`src/rtl/code_mem_loader_pkg.sv`:
```
// Shared definitions for the code memory loader: FSM state encoding and packing ratio.
package code_mem_loader_pkg;

   localparam int BYTES_PER_WORD = 2;

   typedef enum logic [2:0] {
      ST_IDLE,
      ST_LO,
      ST_HI,
      ST_WR,
      ST_CHK_LO,
      ST_CHK_HI,
      ST_FIN
   } state_t;

endpackage

```
`src/rtl/code_mem_loader_packer.sv`:
```
// byte_to_word_packer: assembles two stream bytes little-endian into one word.
// The low byte is registered; the high byte is combined combinationally on its transfer cycle.
module byte_to_word_packer
   import code_mem_loader_pkg::*;
(
   input  logic                        clk,
   input  logic                        resetn,
   input  logic                        take_lo,
   input  logic                        take_hi,
   input  logic [7:0]                  s_data,
   input  logic                        s_valid,
   output logic                        s_ready,
   output logic                        lo_fire,
   output logic                        hi_fire,
   output logic [8*BYTES_PER_WORD-1:0] word
);

   logic [7:0] lo_reg;

   assign s_ready = take_lo | take_hi;
   assign lo_fire = take_lo & s_valid;
   assign hi_fire = take_hi & s_valid;
   assign word    = {s_data, lo_reg};

   always_ff @(posedge clk or negedge resetn) begin
      if (!resetn) begin
         lo_reg <= '0;
      end else if (lo_fire) begin
         lo_reg <= s_data;
      end
   end

endmodule

```
`src/rtl/code_mem_loader.sv`:
```
// Streams byte pairs into sequential code memory words while holding the CPU in reset.
// Optional checksum trailer and sticky error flag: define CODE_MEM_LOADER_CHECKSUM_EN.
module code_mem_loader
   import code_mem_loader_pkg::*;
#(
   parameter int DATA_WIDTH = 16,
   parameter int ADDR_WIDTH = 8
) (
   input  logic                  clk,
   input  logic                  resetn,
   input  logic                  start,
   input  logic [ADDR_WIDTH-1:0] base_addr,
   input  logic [ADDR_WIDTH:0]   word_count,
   input  logic [7:0]            s_data,
   input  logic                  s_valid,
   output logic                  s_ready,
   output logic [ADDR_WIDTH-1:0] mem_addr_w,
   output logic [DATA_WIDTH-1:0] mem_data_in,
   output logic                  mem_we,
   output logic                  cpu_reset,
   output logic                  busy,
   output logic                  done,
   output logic                  error
);

   state_t                  state_reg, state_next;
   logic [ADDR_WIDTH-1:0]   addr_reg;
   logic [ADDR_WIDTH:0]     remaining_reg;
   logic [ADDR_WIDTH-1:0]   mem_addr_reg;
   logic [DATA_WIDTH-1:0]   mem_data_reg;
   logic                    hold_reg;
   logic                    take_lo, take_hi, lo_fire, hi_fire;
   logic [DATA_WIDTH-1:0]   word;
   logic                    release_ok;
   state_t                  after_data;

`ifdef CODE_MEM_LOADER_CHECKSUM_EN
   logic                    error_reg;
   logic [DATA_WIDTH-1:0]   sum_reg;
   assign after_data = ST_CHK_LO;
   assign release_ok = ~error_reg;
   assign error      = error_reg;
`else
   assign after_data = ST_FIN;
   assign release_ok = 1'b1;
   assign error      = 1'b0;
`endif

   assign take_lo = (state_reg == ST_LO) || (state_reg == ST_CHK_LO);
   assign take_hi = (state_reg == ST_HI) || (state_reg == ST_CHK_HI);

   byte_to_word_packer u_packer (
      .clk     (clk),
      .resetn  (resetn),
      .take_lo (take_lo),
      .take_hi (take_hi),
      .s_data  (s_data),
      .s_valid (s_valid),
      .s_ready (s_ready),
      .lo_fire (lo_fire),
      .hi_fire (hi_fire),
      .word    (word)
   );

   always_comb begin
      state_next = state_reg;
      case (state_reg)
         ST_IDLE:   if (start) state_next = (word_count == '0) ? after_data : ST_LO;
         ST_LO:     if (lo_fire) state_next = ST_HI;
         ST_HI:     if (hi_fire) state_next = ST_WR;
         ST_WR:     state_next = (remaining_reg == (ADDR_WIDTH+1)'(1)) ? after_data : ST_LO;
         ST_CHK_LO: if (lo_fire) state_next = ST_CHK_HI;
         ST_CHK_HI: if (hi_fire) state_next = ST_FIN;
         ST_FIN:    state_next = ST_IDLE;
         default:   state_next = ST_IDLE;
      endcase
   end

   always_ff @(posedge clk or negedge resetn) begin
      if (!resetn) begin
         state_reg     <= ST_IDLE;
         addr_reg      <= '0;
         remaining_reg <= '0;
         mem_addr_reg  <= '0;
         mem_data_reg  <= '0;
         hold_reg      <= 1'b1;
`ifdef CODE_MEM_LOADER_CHECKSUM_EN
         error_reg     <= 1'b0;
         sum_reg       <= '0;
`endif
      end else begin
         state_reg <= state_next;
         case (state_reg)
            ST_IDLE: if (start) begin
               addr_reg      <= base_addr;
               remaining_reg <= word_count;
               hold_reg      <= 1'b1;
`ifdef CODE_MEM_LOADER_CHECKSUM_EN
               error_reg     <= 1'b0;
               sum_reg       <= '0;
`endif
            end
            // Capture the write beat one cycle early so WR drives stable registered values.
            ST_HI: if (hi_fire) begin
               mem_addr_reg <= addr_reg;
               mem_data_reg <= word;
            end
            ST_WR: begin
               addr_reg      <= addr_reg + 1'b1;
               remaining_reg <= remaining_reg - 1'b1;
`ifdef CODE_MEM_LOADER_CHECKSUM_EN
               sum_reg       <= sum_reg + mem_data_reg;
`endif
            end
`ifdef CODE_MEM_LOADER_CHECKSUM_EN
            ST_CHK_HI: if (hi_fire && (word != sum_reg)) error_reg <= 1'b1;
`endif
            ST_FIN: hold_reg <= ~release_ok;
            default: ;
         endcase
      end
   end

   assign mem_we      = (state_reg == ST_WR);
   assign mem_addr_w  = mem_addr_reg;
   assign mem_data_in = mem_data_reg;
   assign done        = (state_reg == ST_FIN);
   assign busy        = (state_reg != ST_IDLE) && (state_reg != ST_FIN);
   // The CPU is released during the completion cycle itself, not one cycle later.
   assign cpu_reset   = hold_reg & ~(done & release_ok);

endmodule

```
`config.mk`:
```
export PLATFORM = sky130hd
export DESIGN_NAME = code_mem_loader
export DESIGN_NICKNAME = d
export VERILOG_FILES = /design/src/rtl/code_mem_loader_pkg.sv /design/src/rtl/code_mem_loader_packer.sv /design/src/rtl/code_mem_loader.sv
export SDC_FILE = /design/constraint.sdc
export NUM_CORES = 1
export LEC_CHECK = 0
export CAP_MARGIN = 5
export CELL_PAD_IN_SITES_DETAIL_PLACEMENT = 1
export CELL_PAD_IN_SITES_GLOBAL_PLACEMENT = 1
export CORE_ASPECT_RATIO = 0.75
export CORE_MARGIN = 5
export CORE_UTILIZATION = 34
export DETAILED_ROUTE_END_ITERATION = 8
export PLACE_DENSITY = 0.83
export SETUP_SLACK_MARGIN = 0.5
export SLEW_MARGIN = 20
export SYNTH_ARGS = -nofsm -noshare
export SYNTH_HDL_FRONTEND = slang
export SYNTH_SLANG_ARGS = --single-unit
```
`constraint.sdc`:
```
create_clock -name clk -period 1.55 [get_ports clk]
set_input_delay 0.2325 -clock clk [delete_from_list [all_inputs] [get_ports clk]]
set_output_delay 0.2325 -clock clk [all_outputs]
set_load 0.02 [all_outputs]
```
==> impl_results.md, run 1 <==
* Hold WS at around 0.46 ns
* Largest net degree at the start of global routing at 54
* Reg-to-reg startpoint: state_reg[2]
* R2R setup slack at -0.14 ns
* CTS root buf: clkbuf_8
* Number of nets in the layout at 378
* RSZ-0062 raised after global routing: true
* Leak pwr at around 2.0 nW
* Initial Utilization at 35.6%
* Fin. Hold Viols at 0
* Final Cell Area at ~4300 um^2
* Worst-path clk slew at 0.10 ns
* Longest Clk Path Bufs at 2
* Yosys reg bits at 53
* Core area at 6930 um^2
* Synth Area per Inst at between 10 and 15 um^2
* Fmax at 0.593 GHz
* Worst EP arrival at 1.89 ns
* Syn Std Cell Area at 2470 um^2
* Setup Viol. Count Final at 42
* # DRC at 0
* Asr flop ratio synth at 100%
* First-pass GRT wire length at around 13000 um
* Outcome: finished with violations
* Crit share post-route at 109%
* Diode count at 0
* Vias in the first global route at 2509
* CTS tree: done
* Routed WL at about 9400 um
* Syn Nets at 248
* Rows at 26
* Post-layout minimum cycle time at 1.69 ns
* Iteration-0 DRC Markers at 83
* GRT Overall Usage at 18.7%
* Clk_skew at between 0.007 and 0.008 ns
* PwrDens at ~2000 nW/um^2
* Gpl congestion at 0.824
* Die width at 108 um
* Max reg flops at 16
* Detail Route Antenna Nets at 0
* Pins Over Slew Limit at 0
* Worst VDD drop at 0.965 mV
* Post-placement cell area at about 3500 um^2
* Clock latency on the worst-skew pair at 0.31 ns
* Sink Count at 53
* IO Pins at a little under 60
* Total of warnings raised by yosys at 0
* Setup crit end kind: register
* Ys flop type: dfrtp_1
* Worst setup margin at -0.137 ns
* Final HPWL DP at 5230 um
* Full die area at roughly 9100 um^2
* Worst setup path start: state_reg[2]
* Fraction of layout cells with a size suffix above 1 at between 50% and 60%
* Post-Syn Instances at between 200 and 250
* Total number of vias at 2298
* Max FO, Critical Path at 6
* Max Cap Violations at 0
* Number of port buffers at 57
* P&R area growth vs syn at 73.9%
* Critical Path Start Type: register
* Mean routed wirelength per cell at 21.2 um
* Post-layout util at 61.9%
* Number of flops mapped to enable cells by yosys at 0
* DR vias/cell at between 5 and 6
* Failing checks: setup timing
* Die Y at roughly 84 um
* Initial antenna violation count at 0
* Total gr overflow at 0
* Drt first pass iters at 4
* Critical path class: register to register
* Register area share after synthesis at 53.8%
* Synth cell types at 51
* Critical Path RT at ~1.8 ns
* HP Class: input pin to asynchronous set/reset pin
* Total CTS buffers at 5
* Htree depth at 2
## through the flow
stage | std cells | setup slack, ns | total power, mW | TNS (ns)
6_report | 445 | -0.137 | 8.76 | -2.77
5_1_grt | 445 | -0.177 | 9.17 | -4.59
4_1_cts | 424 | -0.0703 | 8.00 | -0.940
3_5_place_dp | 397 | -0.356 | 6.30 | -10.77
3_3_place_gp | 397 | -0.304 | 6.10 | -8.99
2_1_floorplan | 216 | -0.0403 | 4.62 | -0.0672
## worst max-delay path, stage by stage, from the launching register on
cell,delay (ns)
dfrtp_2,0.48
nand3b_1,0.27
inv_4,0.17
buf_6,0.12
nand4b_1,0.13
o21a_1,0.20
a311oi_1,0.21
## Yosys cell counts, drive strengths merged (2+ instances only)
library cell   n  area (um^2)
dfrtp         52         1300
mux2          32          360
nand2         20         77.6
nor2          15         56.3
nand3         11         55.1
buf           10         52.6
o21ai          6         30.0
inv            5         18.8
a21oi          4         20.0
and3           4         25.0
o22ai          4         25.0
a31oi          3         18.8
ha             3         37.5
nor2b          3         18.8
a211oi         2         15.0
a22oi          2         15.0
a311oi         2         17.5
and2           2         12.5
mux2i          2         20.0
nand4          2         12.5
nor3           2         10.0
nor4           2         12.5
o211ai         2         20.0
o311ai         2         17.5
or4            2         18.8
## cell usage in the layout, fill, tap and decap left out, types with 3 or more instances in the layout
master and instances:
buf_4 59, dfrtp_1 49, buf_6 38, mux2_4 32
clkdlybuf4s50_1 27, nand2_1 15, nor2_1 10, nand3_2 7
clkbuf_8 5, nor2_2 4, and3_1 4, nand3_1 4
a31oi_1 3, nand2_2 3, ha_1 3, buf_12 3
dfrtp_2 3
## layout make-up
cell class,instances,area [um^2]
Clock buffer,6,72.6
Inverter,6,27.5
Sequential cell,53,1330
Multi-Input combinational cell,146,1410
Timing Repair Buffer,134,1310
Tap cell,98,123
Fill cell,704,2640
Clock inverter,2,13.8
## per-layer routing
metal	track usage [%]	wire length [um]	vias to the layer above
met5	0	0	-
met4	3.90	125	0
met3	3.63	369	11
met2	32.7	4720	67
met1	24.0	4210	1184
li1	-	-	1036
## logic make-up after synthesis
| kind of cell | after synthesis | share of synthesized area (%) |
|---|---|---|
| compound gates | 34 | 9.84 |
| simple gates | 72 | 15.3 |
| flops | 53 | 53.8 |
| xor+xnor | 2 | 0.710 |
| other cells | 1 | 0.152 |
| fa+ha+maj | 3 | 1.52 |
| mux | 34 | 15.4 |
| buf+inv | 17 | 3.20 |
## repair_timing
item                                   in CTS  in global routing
hold buffers                                1                  0
resized for setup                         227                 29
setup endpoints to repair                  82                 82
endpoints found under the hold margin      52                  0
gates cloned                                2                  1
setup buffers                              16                 20
pin swaps                                   8                  7
## path summary, 6_finish.rpt
path,end,cells after the start
setup / recovery,remaining_reg[8],6
hold / removal,mem_data_in[11],3
setup reg to reg,remaining_reg[8],6
hold reg to reg,remaining_reg[8],1
max in group asynchronous,hold_reg,3
min in group clk,addr_reg[1],3
## power breakdown
group          internal [mW]  leakage (nW)  switching, mW
Combinational           2.97          1.30           2.27
Clock                  0.324        0.0456          0.479
Sequential              2.06         0.626          0.657
Total                   5.35          1.97           3.41
Note: power is estimated with default switching activity, not from simulation.
==> run 2, diff against run 1 <==
Settings changed: MAX_ROUTING_LAYER from default to met4.
==> impl_results.md, run 2 (synthesized netlist as in run 1, its figures left out) <==
* Comb power frac at 59.8% (about the same)
* RSZ-0062 raised after global routing: true
* Htree depth at 2 (unchanged)
* Number of port buffers at 57 (unchanged)
* Sw Ratio at 39.0% (about the same)
* Pins Over Slew Limit at 0 (unchanged)
* IO Pins at 59 (unchanged)
* Sink Count at 53 (unchanged)
* # DRC at 0 (unchanged)
* CTS tree: done
* Iteration-0 DRC Markers at 81 (-2.4%)
* DR vias/cell at 5.21 (+0.91%)
* Critical Path Start Type: register
* Max Cap Violations at 0 (unchanged)
* Worst VDD drop at 0.968 mV (+0.26%)
* Max FO, Critical Path at 6 (unchanged)
* Diode count at 0 (unchanged)
* Die width at 108 um (unchanged)
* Fmax at 0.592 GHz (-0.20%)
* Hold WS at 0.459 ns (-0.00297 ns)
* Worst-path clk slew at 0.10 ns (about the same)
* Longest Clk Path Bufs at 2 (unchanged)
* Clock Power Share at 9.2% (about the same)
* Full die area at 9070 um^2 (unchanged)
* Routed WL at 9430 um (about the same)
* Detail Route Antenna Nets at 0 (unchanged)
* Fraction of layout cells with a size suffix above 1 at 58.2% (unchanged)
* Critical Path RT at 1.76 ns (about the same)
* Setup_tns at -2.76 ns (+0.00736 ns)
* Mean routed wirelength per cell at 21.2 um (about the same)
* Sw power at 3.41 mW (+0.14%)
* Dpl cells at 397 (unchanged)
* Critical path class: register to register
* Reg power frac at 31.0% (about the same)
* Most common cell after layout, fill and taps aside: buf_4
* Number of nets in the layout at 378 (unchanged)
* Worst setup margin at -0.140 ns (-0.00333 ns)
* Post-layout minimum cycle time at 1.69 ns (+0.00333 ns)
* Vias in the first global route at 2503 (-0.24%)
* Initial antenna violation count at 0 (unchanged)
* Total gr overflow at 0 (unchanged)
* CTS root buf: clkbuf_8
* Total number of vias at 2319 (+0.91%)
* P_int at 5.35 mW (about the same)
* Gpl congestion at 0.837 (+1.5%)
* HP Class: input pin to asynchronous set/reset pin
* Die Y at 83.8 um (unchanged)
* Setup Viol. Count Final at 42 (unchanged)
* Crit share post-route at 109% (+0.21 points)
* Initial Utilization at 35.6% (unchanged)
* Failing checks: setup timing
* Outcome: finished with violations
* Fin cells at 445 (unchanged)
* First-pass GRT wire length at 13400 um (+0.15%)
* Total CTS buffers at 5 (unchanged)
* Clock latency on the worst-skew pair at 0.31 ns (about the same)
* Most frequent cells in the layout: buf_4, dfrtp_1, buf_6
* GRT Overall Usage at 19.3% (+0.56 points)
* Rows at 26 (unchanged)
* Drt first pass iters at 4 (unchanged)
* Worst EP arrival at 1.90 ns (about the same)
* Fin. Hold Viols at 0 (unchanged)
* Setup crit end kind: register
* PwrDens at 2040 nW/um^2 (about the same)
* Clk_skew at 0.00843 ns (+0.000681 ns)
* P&R area growth vs syn at 73.9% (unchanged)
* Largest net degree at the start of global routing at 54 (unchanged)
* Final HPWL DP at 5230 um (unchanged)
* DP Worst Slack at -0.356 ns (unchanged)
* Leak pwr at 1.97 nW (unchanged)
* Core area at 6930 um^2 (unchanged)
* Post-layout util at 61.9% (unchanged)
* Max reg flops at 16 (unchanged)
run 2: cell counts in the layout (fill, tap and decap cells not counted):
Identical to the previous run, type by type.
run 2: power by group through the flow:
stage	sequential, mW	clock, mW	combinational (mW)
finish	2.71	0.808	5.24
global route	2.78	0.878	5.51
CTS	2.64	0.811	4.55
detailed placement	2.58	0	3.72
global placement	2.52	0	3.58
floorplan	2.84	0	1.78
run 2: layer usage:
layer	vias up	global-route usage, %	share of wire [%]
li1	1038	-	-
met1	1194	24.1	44
met2	73	32.7	50
met3	14	3.56	4.0
met4	0	3.90	1.7
met5	-	-	0
run 2: path summary, 6_finish.rpt:
path                                  start  slack (ns)  depth (start not counted)               end
max in group asynchronous            resetn        0.80                          3          hold_reg
min in group clk               base_addr[1]        0.50                          3       addr_reg[1]
max                            state_reg[2]       -0.14                          6  remaining_reg[8]
min reg2reg                remaining_reg[8]        0.52                          1  remaining_reg[8]
min                                  resetn        0.46                          3   mem_data_in[11]
max reg2reg                    state_reg[2]       -0.14                          6  remaining_reg[8]
run 2: final cells by class:
type	count	area, um^2
Clock buffer	6	72.6
Clock inverter	2	13.8
Fill cell	704	2640
Inverter	6	27.5
Multi-Input combinational cell	146	1410
Sequential cell	53	1330
Tap cell	98	123
Timing Repair Buffer	134	1310
run 2: repair_timing:
action / CTS / global route
pin swaps: 8 / 7
gates resized for setup: 227 / 29
hold buffers: 1 / 0
setup endpoints to repair: 82 / 82
endpoints found under the hold margin: 52 / 0
buffers inserted: 16 / 20
gates cloned: 2 / 1
run 2: through the flow:
stage / total power [mW] / instance area (um^2)
floorplan: 4.62 / 2620
global placement: 6.10 / 3500
detailed placement: 6.30 / 3500
CTS: 8.00 / 4010
global route: 9.17 / 4290
finish: 8.76 / 4290
run 2: critical path, cell delays in order (launching register included):
cell      delay [ns]
dfrtp_2         0.49
nand3b_1        0.27
inv_4           0.17
buf_6           0.12
nand4b_1        0.13
o21a_1          0.20
a311oi_1        0.21
